[config.mk]
export PLATFORM = sky130hd
export DESIGN_NAME = wptr_full
export DESIGN_NICKNAME = d
export VERILOG_FILES = /design/src/rtl/wptr_full.sv
export SDC_FILE = /design/constraint.sdc
export NUM_CORES = 1
export LEC_CHECK = 0
export ABC_AREA = 1
export BUFFER_PORTS_ARGS = -buffer_cell sky130_fd_sc_hd__buf_4
export CAP_MARGIN = 5
export CORE_MARGIN = 1.5
export CORE_UTILIZATION = 30
export DETAILED_ROUTE_END_ITERATION = 8
export PLACE_DENSITY_LB_ADDON = 0.25
export RECOVER_POWER = 50
export SLEW_MARGIN = 20
export SYNTH_ARGS = -nofsm -noshare
export SYNTH_HDL_FRONTEND = slang
export SYNTH_SLANG_ARGS = --single-unit
[constraint.sdc]
create_clock -name wclk -period 5.5 [get_ports wclk]
set_clock_uncertainty 0.1 [all_clocks]
set_input_delay 0 -clock wclk [delete_from_list [all_inputs] [get_ports wclk]]
set_output_delay 0 -clock wclk [all_outputs]
set_load 0.01 [all_outputs]
[src/rtl/wptr_full.sv]
// rtl/wptr_full.sv - write-side pointer, full/almost-full flags and occupancy for an async FIFO
//
// Purpose:
//   Owns the write pointer of a dual-clock FIFO. It keeps a binary write
//   pointer, exports it Gray-coded for the read-domain synchronizer, and
//   compares it against the synchronized read pointer to produce the full
//   flag and a write-side occupancy count.
//
// Optional feature:
//   ASYNC_FIFO_AFULL_EN  defined   -> wafull registered as (next wlevel >= AFULL_THRESH)
//                        undefined -> wafull tied to 0, no threshold compare
//
// Parameters:
//   ADDR_WIDTH    memory address bits, DEPTH = 2**ADDR_WIDTH
//   AFULL_THRESH  occupancy at or above which wafull asserts (1..DEPTH)
//
// Ports:
//   wclk      in   write-domain clock
//   wrst_n    in   asynchronous active-low reset
//   winc      in   write request for the current cycle
//   wq2_rptr  in   Gray read pointer, already synchronized into wclk
//   wclken    out  memory write enable (winc & ~wfull), combinational
//   waddr     out  memory write address
//   wptr      out  registered Gray write pointer
//   wfull     out  registered full flag
//   wafull    out  registered almost-full flag
//   wlevel    out  registered write-side occupancy, 0..DEPTH

module wptr_full #(
   parameter int ADDR_WIDTH   = 8,
   parameter int AFULL_THRESH = (1 << ADDR_WIDTH) - 2
) (
   input  logic                  wclk,
   input  logic                  wrst_n,
   input  logic                  winc,
   input  logic [ADDR_WIDTH:0]   wq2_rptr,
   output logic                  wclken,
   output logic [ADDR_WIDTH-1:0] waddr,
   output logic [ADDR_WIDTH:0]   wptr,
   output logic                  wfull,
   output logic                  wafull,
   output logic [ADDR_WIDTH:0]   wlevel
);

   localparam int DEPTH = 1 << ADDR_WIDTH;

   // The write pointer is "full" against the read pointer when the two
   // Gray codes differ only in their top two bits.
   localparam logic [ADDR_WIDTH:0] PTR_ONE   = 1;
   localparam logic [ADDR_WIDTH:0] FULL_MASK = (PTR_ONE << ADDR_WIDTH)
                                             | (PTR_ONE << (ADDR_WIDTH - 1));

   if (ADDR_WIDTH < 1) begin : g_bad_width
      $error("wptr_full: ADDR_WIDTH must be at least 1");
   end
   if (AFULL_THRESH < 1 || AFULL_THRESH > DEPTH) begin : g_bad_thresh
      $error("wptr_full: AFULL_THRESH must lie in 1..DEPTH");
   end

   logic [ADDR_WIDTH:0] wbin_q;
   logic [ADDR_WIDTH:0] wbin_d;
   logic [ADDR_WIDTH:0] wptr_q;
   logic [ADDR_WIDTH:0] wptr_d;
   logic                wfull_q;
   logic                wfull_d;
   logic [ADDR_WIDTH:0] wlevel_q;
   logic [ADDR_WIDTH:0] wlevel_d;
   logic [ADDR_WIDTH:0] rbin;
   logic                wr_en;

   // A request while full is dropped: pointer, address and enable all hold.
   assign wr_en = winc & ~wfull_q;

   always_comb begin
      wbin_d = wbin_q + {{ADDR_WIDTH{1'b0}}, wr_en};
      wptr_d = (wbin_d >> 1) ^ wbin_d;
   end

   // Gray to binary: each binary bit is the XOR of all Gray bits at or above it.
   always_comb begin
      rbin = '0;
      for (int i = 0; i <= ADDR_WIDTH; i++) begin
         rbin[i] = ^(wq2_rptr >> i);
      end
   end

   // Modular subtraction keeps the level right across pointer wrap. The read
   // pointer only lags, so a stale value can overstate occupancy but never
   // understate it.
   always_comb begin
      wlevel_d = wbin_d - rbin;
      wfull_d  = (wptr_d == (wq2_rptr ^ FULL_MASK));
   end

   always_ff @(posedge wclk or negedge wrst_n) begin
      if (!wrst_n) begin
         wbin_q   <= '0;
         wptr_q   <= '0;
         wfull_q  <= 1'b0;
         wlevel_q <= '0;
      end else begin
         wbin_q   <= wbin_d;
         wptr_q   <= wptr_d;
         wfull_q  <= wfull_d;
         wlevel_q <= wlevel_d;
      end
   end

`ifdef ASYNC_FIFO_AFULL_EN
   localparam logic [ADDR_WIDTH:0] AFULL_LVL = AFULL_THRESH[ADDR_WIDTH:0];

   logic wafull_q;
   logic wafull_d;

   assign wafull_d = (wlevel_d >= AFULL_LVL);

   always_ff @(posedge wclk or negedge wrst_n) begin
      if (!wrst_n) begin
         wafull_q <= 1'b0;
      end else begin
         wafull_q <= wafull_d;
      end
   end

   assign wafull = wafull_q;
`else
   assign wafull = 1'b0;
`endif

   assign wclken = wr_en;
   assign waddr  = wbin_q[ADDR_WIDTH-1:0];
   assign wptr   = wptr_q;
   assign wfull  = wfull_q;
   assign wlevel = wlevel_q;

endmodule

* Word-level counts from Yosys, hierarchy flattened
Index checks and enable logic that the tools add are counted.
** Operators by class
- Bitwise logic cells :: 4
- Equal/unequal tests :: 1
- Add/subtract/negate cells :: 2
- Reductions and logical operators :: 9
** Operator list (number)
- $reduce_xor 9->1 :: 9
- $add 9x1->9 :: 1
- $eq 9x9->1 :: 1
- $sub 9x9->9 :: 1
- $xor 8x9->9 :: 1
- $not 2->2 :: 1
- $and 1x1->1 :: 1
- $not 1->1 :: 1
** Word-level totals
- Output and inout bits :: 29
- Bits of input ports :: 12
- Bits in registers :: 28
- Word-level logic and storage cells :: 20

* Depth between registers and ports, before layout
Gate-level depths: netlist of run 1.
- Word-level depth :: 5
- Mapped depth :: 18
- Mapped depth without buffers :: 18

* Worst setup path before layout of run 1
No wires, ideal clock.
- Path kind :: register to register
- Start point :: reg wfull_q, in the netlist wfull
- End point :: reg wlevel_q[8], in the netlist wlevel[8]
- Arrival :: 2.248 ns
- Library setup time :: 0.116 ns
- Period minus slack after synthesis :: 2.464 ns
- Required time :: 5.284 ns
- Path slack :: 3.036 ns
- Cell stages (with the launch flop) :: 14
- Cells stage by stage :: dfrtp_1 > nor2_1 > ha_1 > ha_1 > nand3_2 > nor2_4 > xor2_2 > ha_1 > nand2_1 > inv_1 > a21oi_1 > nand2_1 > nand2_1 > nand2_1
** On the way
- Cells in the longest elaborated chain, start to end :: 4
** Ends and longest elaborated chain
- start, declared :: line 64 : logic wfull_q;
- start signal, assigned :: line 104 : wfull_q <= wfull_d;
- $not 1->1 :: line 72 : assign wr_en = winc & ~wfull_q;
- $and 1x1->1 :: line 72
- named net wclken :: line 37 : output logic wclken,
- $add 9x1->9 :: line 75 : wbin_d = wbin_q + {{ADDR_WIDTH{1'b0}}, wr_en};
- $sub 9x9->9 :: line 91 : wlevel_d = wbin_d - rbin;
- named net wlevel_d[8] :: line 67 : logic [ADDR_WIDTH:0] wlevel_d;
- end signal, assigned :: line 105 : wlevel_q <= wlevel_d;
- end, declared :: line 66 : logic [ADDR_WIDTH:0] wlevel_q;
The timed path passes the listed nets, and every way through them passes these cells.

* Worst setup path after layout of run 1
- Start point :: in wq2_rptr[6]
- End point :: reg wlevel_q[7], in the netlist wlevel[7]
** On the way
- Cells in the longest elaborated chain, start to end :: 2
- Elaborated cells on any way between the ends :: 8
- Classes of those cells :: 1 x add/sub; 7 x reduce/logical
** Ends and longest elaborated chain
- start, declared :: line 36 : input logic [ADDR_WIDTH:0] wq2_rptr,
- $reduce_xor 9->1 :: line 83 : rbin[i] = ^(wq2_rptr >> i);
- $sub 9x9->9 * :: line 91
- named net wlevel_d[7] :: line 67
Mark *: on every way through the listed nets, which the timed path passes. The rest lies on a longest branch.

==> impl_metrics.toml, run 1 <==
[synth]
netlist_instances = 252
ys_warn_count = 0
synth_cell_type_count = 28
synthesis.nets = 274
postSynthAreaPerCell_sq_um = 7.45
synth_area_sq_um = 1880
yosys_register_bits = 27
synth-seq-area-share_pct = 36.0

[detailed_routing]
drtIter0Drc = 32
vias = 1570
post-route-drc-count = 0
wl_per_cell_um = 10.9
ant_nets = 0
first_pass_iters = 4
wirelength_um = 4010
viasPerCell = 4.25

[final_layout]
area_delta_synth_final_pct = 20.2
finalNetCount = 317
antenna_cells = 0
instances_no_fill = 369
fillers = 648
final_cell_area_sq_um = 2260
drive_above_1_share_pct = 16.0

[die]
die_area_sq_um = 6740
core.rowCount = 28
fp.coreArea_sq_um = 5990
fp.dieW_um = 82.1
start_util_pct = 31.3
die_h_um = 82.1
ios = 41

[setup_path]
cp_max_fo = 5
critical_path_class = "primary input to flip-flop"
crit_path_start_kind = "primary input"
cp-end-kind = "flip-flop"
worst_ep_arrival_time_ns = 2.63
cp.required_ns = 5.58

[clock_network]
cts_buffers = 3
ctsHtreeMaxLevel = 1
insertion_delay_ns = 0.28
cts_resized = 0
path_clk_slew_ns = 0.10
cts_tree = "yes"
clock_path_buffers = 2
cts_root_buf = "clkbuf_8"
cts.sinks = 27

[place]
dpl_cell_area_sq_um = 2250
place.port_buffers = 39
place_inst = 363
dpl.hpwl_um = 3210
place_congestion = 0.793

[sta]
rsz0062_at_grt = "false"
setup_viol = 0
maxSlewViolCount = 28
tightest_slew_ns = 1.56
max_freq_mhz = 392
hold_violations = 0
period_minus_slack_ns = 2.55
max_slew_margin_pct = -3.72
tns_ns = 0
post-route-period-util_pct = 46.4

[grt]
use_met1_pct = 16.6
track_usage_pct = 12.8
grt_pass1_vias = 1478
grt_max_degree = 28
grt-ovfl-total = 0
antenna_found_initial = 0
use_met3_pct = 1.76
grt_busiest_layer = "met2"
grt_pass1_wl_um = 6510
grt_use_met2_pct = 21.6

[power]
leakage_nw = 1.26
p_per_area_nw_per_um2 = 539
ir_drop_uv = 205

[status]
violations = "max-capacitance violations, max-slew violations"
outcome = "complete, but fails checks"

[run]
drv_cap = 1

[worst_hold_path]
holdCritPathClass = "primary input to flip-flop"
## layout by cell type (no fill, tap or decap), drive strengths merged
cell	Yosys	layout
nand2	98	98
inv	43	43
dfrtp	27	27
buf	1	24
nand3	24	24
clkbuf	2	19
nor2	15	15
xor2	14	14
ha	9	9
xnor2	6	6
o21bai	3	3
a21oi	2	2
nor3	2	2
nand4	2	2
dlygate4sd3	0	2
or2	1	1
o21ai	1	1
fa	1	1
conb	1	1
## layer usage
| layer | vias to the layer above | wire length, um |
|---|---|---|
| li1 | 840 | - |
| met1 | 691 | 1980 |
| met2 | 32 | 1820 |
| met3 | 7 | 150 |
| met4 | 0 | 60 |
| met5 | - | 0 |
## critical path: stages
cell           delay (ns)
dlygate4sd3_1        0.53
buf_4                0.14
inv_1                0.06
nand3_1              0.12
nand2_2              0.15
nand2_2              0.08
nand2_2              0.13
xor2_2               0.19
xor2_1               0.29
inv_1                0.08
ha_1                 0.28
a21oi_1              0.15
nand2_1              0.06
nand2_1              0.08
inv_1                0.06
nand2_1              0.09
nand2_1              0.06
nand2_1              0.05
nand2_1              0.04
## path summary, 6_finish.rpt
check | from | to | slack (ns) | cells after the start
min in group asynchronous | wrst_n | wptr[1]$_DFF_PN0_ | 0.53 | 2
hold reg to reg | wbin_q[8]$_DFF_PN0_ | wbin_q[8]$_DFF_PN0_ | 0.49 | 2
hold / removal | wq2_rptr[4] | wfull$_DFF_PN0_ | 0.007 | 5
setup reg to reg | wfull$_DFF_PN0_ | wlevel[8]$_DFF_PN0_ | 3.00 | 13
setup / recovery | wq2_rptr[6] | wlevel[7]$_DFF_PN0_ | 2.95 | 19
max in group asynchronous | wrst_n | wlevel[3]$_DFF_PN0_ | 3.86 | 2
## cell type report
cell class | count | area [sq um] | share of cell area (%)
Clock buffer | 4 | 45.0 | 2.00
Inverter | 43 | 161 | 7.15
Multi-Input combinational cell | 179 | 1020 | 45.4
Sequential cell | 27 | 676 | 29.9
Tap cell | 75 | 93.8 | 4.16
Timing Repair Buffer | 41 | 256 | 11.4
## what timing repair did
item / 4_1_cts / 5_1_grt
hold endpoints to repair: 28 / 0
buffers inserted: 0 / 0
hold buffers: 2 / 0
## cells by family after synthesis
group | after synthesis | share of synthesized area (%)
buffers and inverters | 46 | 9.46
xor gates and xnor gates | 20 | 11.5
other | 1 | 0.200
and+or+nand+nor | 142 | 33.6
AOI/OAI and AO/OA | 6 | 2.20
DFF | 27 | 36.0
adders and majority gates | 10 | 7.06
## sequential cells by signal (all words and copies together) (netlist names)
| signal | count |
|---|---|
| wbin_q | 9 |
| wlevel | 9 |
| wptr | 8 |
| wfull | 1 |
## per-stage QoR
| step | util (%) | hold slack (ns) | setup WS [ns] | power (mW) |
|---|---|---|---|---|
| floorplan | - | -0.396 | 3.04 | 0.892 |
| global placement | 37.5 | -0.153 | 3.09 | 1.15 |
| detailed placement | 37.5 | -0.151 | 2.99 | 1.15 |
| CTS | 38.6 | 0.0118 | 2.90 | 1.28 |
| global route | 37.7 | 0.0271 | 2.67 | 1.35 |
| finish | 37.7 | 0.00713 | 2.95 | 1.22 |
## power by group
part / switching (mW) / leakage, nW / internal [mW]
sequential: 0.0575 / 0.325 / 0.295
clock: 0.0659 / 0.0228 / 0.0521
combinational: 0.461 / 0.913 / 0.285
total: 0.585 / 1.26 / 0.632
## synth_stat cells
cell | instances | area (sq um)
dfrtp_1 | 27 | 676
nor2_1 | 12 | 45.0
nand3_2 | 3 | 30.0
buf_4 | 1 | 7.51
nand3_4 | 1 | 17.5
xnor2_1 | 5 | 43.8
xnor2_4 | 1 | 27.5
inv_1 | 40 | 150
conb_1 | 1 | 3.75
clkbuf_1 | 1 | 3.75
a21oi_1 | 2 | 10.0
xor2_1 | 11 | 96.3
o21ai_0 | 1 | 5.00
inv_2 | 3 | 11.3
o21bai_1 | 2 | 15.0
nand2_2 | 5 | 31.3
nand4_1 | 2 | 12.5
ha_1 | 9 | 113
clkbuf_2 | 1 | 5.00
or2_1 | 1 | 6.26
o21bai_2 | 1 | 11.3
nor3_1 | 2 | 10.0
nand3_1 | 20 | 100
nor2_2 | 1 | 6.26
nand2_1 | 93 | 349
xor2_2 | 3 | 48.8
fa_1 | 1 | 20.0
nor2_4 | 2 | 22.5
Power figures use the tool's default switching activity.
==> run 2: changes to the inputs <==
- clock period: 5.5 -> 2.1 ns (I/O delays scaled with it)
==> run 2 against run 1 <==
  * The flow finishes with violations (max-capacitance violations, max-slew violations, negative setup slack)
  * Total power grew to 3.6 times the previous value
  * Design area grew 31%
  * Sequential power grew to 2.7 times the previous value
  * Clock power grew to 2.5 times the previous value
  * Non-clock buffer count grew 47
  * Largest cell class unchanged
==> impl_metrics.toml, run 2 (synthesis gave the netlist of run 1 again) <==
[status]
outcome = "complete, but fails checks"
violations = "max-capacitance violations, max-slew violations, negative setup slack"

[setup_path]
critical_path_class = "flip-flop to flip-flop"
setup.worst_path.start = "wfull$_DFF_PN0_"
timing.rr.start = "wfull$_DFF_PN0_"
worst_ep_arrival_time_ns = 2.35
worst_path_max_delay_cell = "dfrtp_1"
cp-end-kind = "flip-flop"
path_cells = "nor2_4 > ha_4 > ha_4 > nand3_4 > nor2_4 > xor2_2 > ha_4 > nand2_4 > nor2_2 > nor2_2 > nand2_1 > nand2_1 > nand2_1"
cp.required_ns = 2.17
crit_path_start_kind = "flip-flop"
cp_max_fo = 4
worst_path_largest_cell_delay_ns = 0.41

[final_layout]
final_common_cell = "nand2_1"
area_delta_synth_final_pct = 57.6
finalNetCount = 364
antenna_cells = 0
instances_no_fill = 416
layout_common_cells = "nand2_1, buf_4, inv_1, dfrtp_1, nand2_2"
drive_above_1_share_pct = 44.6

[grt]
grt_pass1_wl_um = 7690
grt_max_degree = 28
grt_pass1_vias = 1773
grt-ovfl-total = 0
antenna_found_initial = 0
track_usage_pct = 14.9

[power]
ir_drop_uv = 616
leakage_nw = 1.55
p_per_area_nw_per_um2 = 1490
power.total_mw = 4.40

[sta]
maxSlewViolCount = 28
rsz0062_at_grt = "true"
max_slew_margin_pct = -1.12
hold_violations = 0
worst_hold_slack_ns = 0.0125
period_minus_slack_ns = 2.27
setup_viol = 4
post-route-period-util_pct = 108
max_freq_mhz = 440
setup_slack_ns = -0.171
tightest_slew_ns = 1.52

[detailed_routing]
wl_per_cell_um = 11.2
ant_nets = 0
vias = 1797
viasPerCell = 4.32
drtIter0Drc = 90
post-route-drc-count = 0
wirelength_um = 4640
first_pass_iters = 4

[place]
dpl.hpwl_um = 3520
place.port_buffers = 39
place_congestion = 0.830
place_inst = 407

[die]
fp.coreArea_sq_um = 5990
start_util_pct = 31.3
die_h_um = 82.1
fp.dieW_um = 82.1
die_area_sq_um = 6740
core.rowCount = 28
ios = 41

[clock_network]
path_clk_slew_ns = 0.10
cts_buffers = 3
cts_tree = "yes"
cts.sinks = 27
insertion_delay_ns = 0.27
clock_path_buffers = 2
cts_root_buf = "clkbuf_8"
ctsHtreeMaxLevel = 1

[worst_hold_path]
hold_path_startpoint = "wq2_rptr[4]"
holdCritPathClass = "primary input to flip-flop"

[run]
drv_cap = 1
==> run 2: final timing paths <==
kind	to	slack [ns]	cells past startpoint
min	wfull$_DFF_PN0_	0.01	5
max reg2reg	wlevel[7]$_DFF_PN0_	-0.17	13
max	wlevel[7]$_DFF_PN0_	-0.17	13
max in group asynchronous	wbin_q[0]$_DFF_PN0_	0.38	2
min in group asynchronous	wlevel[5]$_DFF_PN0_	0.52	2
min reg2reg	wbin_q[8]$_DFF_PN0_	0.49	2
==> run 2: power by group <==
part           total (mW)  internal, mW  switching [mW]  leakage, nW
Combinational        3.16          1.52            1.64         1.20
Clock               0.297         0.136           0.161       0.0228
Sequential          0.946         0.775           0.171        0.324
==> run 2: what timing repair did <==
| action | in CTS | in global routing |
|---|---|---|
| endpoints found under the hold margin | 27 | 0 |
| setup endpoints to repair | 7 | 8 |
| buffers inserted | 3 | 2 |
| hold buffers | 1 | 0 |
| gates resized for setup | 35 | 36 |
| gates cloned | 0 | 0 |
| pin swaps | 20 | 30 |
==> run 2: area by class of cell <==
type / count / area [sq um]
fillers: 589 / 3030
multi-input cells: 179 / 1330
flip-flops and latches: 27 / 677
repair buffers: 88 / 656
inverters: 43 / 164
well taps: 75 / 93.8
clock buffers: 4 / 45.0
==> run 2: stage by stage <==
stage	TNS, ns	utilization (%)	area (sq um)	setup slack, ns
6_report	-0.438	49.4	2960	-0.171
5_1_grt	-1.29	49.4	2960	-0.293
4_1_cts	-0.530	47.6	2850	-0.187
3_5_place_dp	-0.685	43.8	2620	-0.199
3_3_place_gp	-0.470	43.8	2620	-0.141
2_1_floorplan	-0.302	-	1920	-0.136
==> run 2: routing by layer <==
metal  wire length (um)  global-route usage (%)  vias to the layer above
met4                 34                    4.07                        0
met2               2430                    25.8                       23
met5                  0                       0                        -
li1                   -                       -                      936
met1               2060                    19.6                      836
met3                112                    1.54                        2
==> run 2: critical path: cells and delay by family, from the launching register on <==
family                   cells  cell delay [ns]
XOR/XNOR                     1             0.25
adder cells (fa/ha/maj)      3             0.58
flip-flops                   1             0.41
AND/OR/NAND/NOR              9             0.85
==> run 3: changes to the inputs <==
- CORE_UTILIZATION: 30 -> 49
==> run 3 against run 2 <==
  * The flow finishes with violations (negative setup slack)
  * Critical path depth did not move
  * First-iteration DRC count fell by 22%
  * Setup slack improved by 0.013 ns
  * Global-route usage rose by 7.4 points
  * Non-clock buffer count fell by 3
  * Final cell count fell by 7.2%
  * Combinational power fell by 2%
  * Largest cell class unchanged
  * Total power fell by 1.2%
  * Sequential power rose by 1%
==> impl_metrics.toml, run 3 (synthesis gave the netlist of run 1 again) <==
[power]
leakage_nw = 1.53
p_per_area_nw_per_um2 = 1520
ir_drop_uv = 1060

[sta]
setup_viol = 5
period_minus_slack_ns = 2.26
hold_violations = 0
post-route-period-util_pct = 108
max_slew_margin_pct = 3.73
rsz0062_at_grt = "true"
max_freq_mhz = 443
worst_hold_slack_ns = 0.0136
maxSlewViolCount = 0
setup_slack_ns = -0.159
tightest_slew_ns = 1.44

[detailed_routing]
ant_nets = 0
wirelength_um = 4850
drtIter0Drc = 70
post-route-drc-count = 0
first_pass_iters = 4
vias = 1878
wl_per_cell_um = 12.6
viasPerCell = 4.87

[setup_path]
critPathTopFamily = "simple AND/OR/NAND/NOR gates"
timing.rr.start = "wfull$_DFF_PN0_"
worst_path_max_delay_cell = "dfrtp_1"
crit_path_end = "wlevel[7]$_DFF_PN0_"
path_cells = "nor2_4 > ha_4 > ha_4 > nand3_4 > nor2_4 > xor2_4 > ha_4 > inv_1 > o21ai_1 > nor2_1 > nand2_1 > nand2_1 > nand2_1"
crit_buf_inv = 1
critical_path_class = "flip-flop to flip-flop"
crit_cells = 13
cp_max_fo = 4
setup.worst_path.start = "wfull$_DFF_PN0_"
r2r_slack_ns = -0.16
worst_path_largest_cell_delay_ns = 0.41
cp.required_ns = 2.17
timing.rr.end = "wlevel[7]$_DFF_PN0_"
rr_worst_depth = 13
worst_ep_arrival_time_ns = 2.33
cp-end-kind = "flip-flop"
crit_path_start_kind = "flip-flop"

[clock_network]
clock_path_buffers = 2
cts.sinks = 27
cts_root_buf = "clkbuf_8"
path_clk_slew_ns = 0.09
insertion_delay_ns = 0.27
cts_tree = "yes"
cts_buffers = 3
ctsHtreeMaxLevel = 1

[die]
fp.dieW_um = 64.9
die_area_sq_um = 4210
die_h_um = 64.9
core.rowCount = 22
start_util_pct = 51.3
ios = 41
fp.coreArea_sq_um = 3660

[final_layout]
antenna_cells = 0
drive_above_1_share_pct = 40.8
fin_util_pct = 78.2
area_delta_synth_final_pct = 52.4
final_cell_area_sq_um = 2860
layout_common_cells = "nand2_1, buf_4, inv_1, dfrtp_1, nand3_1"
final_common_cell = "nand2_1"
finalNetCount = 361

[run]
drv_cap = 0

[status]
violations = "negative setup slack"
outcome = "complete, but fails checks"

[grt]
use_met3_pct = 2.26
grt_max_degree = 28
grt-ovfl-total = 0
track_usage_pct = 22.3
grt_pass1_wl_um = 7280
use_met1_pct = 27.7
grt_use_met2_pct = 40.9
grt_busiest_layer = "met2"
grt_pass1_vias = 1736
antenna_found_initial = 0

[place]
dpl_cell_area_sq_um = 2550
dp_slack_ns = -0.174
place_congestion = 0.856
place.port_buffers = 39
dpl.hpwl_um = 3470

[worst_hold_path]
holdCritPathClass = "primary input to flip-flop"
==> run 3: repair_timing <==
action | CTS | global route
setup buffers | 3 | 3
pin swaps | 8 | 18
gates resized for setup | 17 | 36
endpoints found under the hold margin | 27 | 0
setup endpoints to repair | 6 | 9
cloned | 0 | 0
hold buffers | 1 | 0
==> run 3: stage by stage <==
step | setup TNS, ns | cells | total power, mW
3_3_place_gp | -0.373 | 375 | 3.44
4_1_cts | -0.714 | 383 | 4.01
5_1_grt | -1.28 | 386 | 4.69
3_5_place_dp | -0.696 | 375 | 3.52
2_1_floorplan | -0.302 | 252 | 2.40
6_report | -0.437 | 386 | 4.35
==> run 3: layout make-up <==
type | instances | area [sq um]
Multi-Input combinational cell | 179 | 1290
Fill cell | 246 | 800
Sequential cell | 27 | 677
Timing Repair Buffer | 85 | 626
Inverter | 43 | 161
Tap cell | 48 | 60.1
Clock buffer | 4 | 45.0
==> run 3: layer usage <==
layer | vias to the layer above | wire length, um
met3 | 6 | 207
met1 | 895 | 1990
li1 | 930 | -
met5 | - | 0
met2 | 47 | 2600
met4 | 0 | 47
==> run 3: worst min-delay path by stage <==
stage | startpoint | cells past startpoint | slack (ns) | endpoint
floorplan | wrst_n | 0 | -0.40 | wbin_q[0]$_DFF_PN0_
detailed placement | wrst_n | 1 | -0.17 | wlevel[0]$_DFF_PN0_
global route | wq2_rptr[4] | 5 | 0.01 | wfull$_DFF_PN0_
CTS | wq2_rptr[6] | 5 | 0.02 | wfull$_DFF_PN0_
global placement | wrst_n | 1 | -0.17 | wlevel[0]$_DFF_PN0_
finish | wq2_rptr[4] | 5 | 0.01 | wfull$_DFF_PN0_
==> run 3: where the power goes <==
group	leakage, nW	internal, mW	switching, mW
Sequential	0.324	0.775	0.181
Combinational	1.18	1.46	1.64
Clock	0.0228	0.136	0.161
==> run 3: worst register-to-register path, cell delays in order (launching register included) <==
cell,delay [ns]
dfrtp_1,0.41
nor2_4,0.16
ha_4,0.17
ha_4,0.14
nand3_4,0.09
nor2_4,0.16
xor2_4,0.21
ha_4,0.25
inv_1,0.10
o21ai_1,0.08
nor2_1,0.12
nand2_1,0.07
nand2_1,0.06
nand2_1,0.05
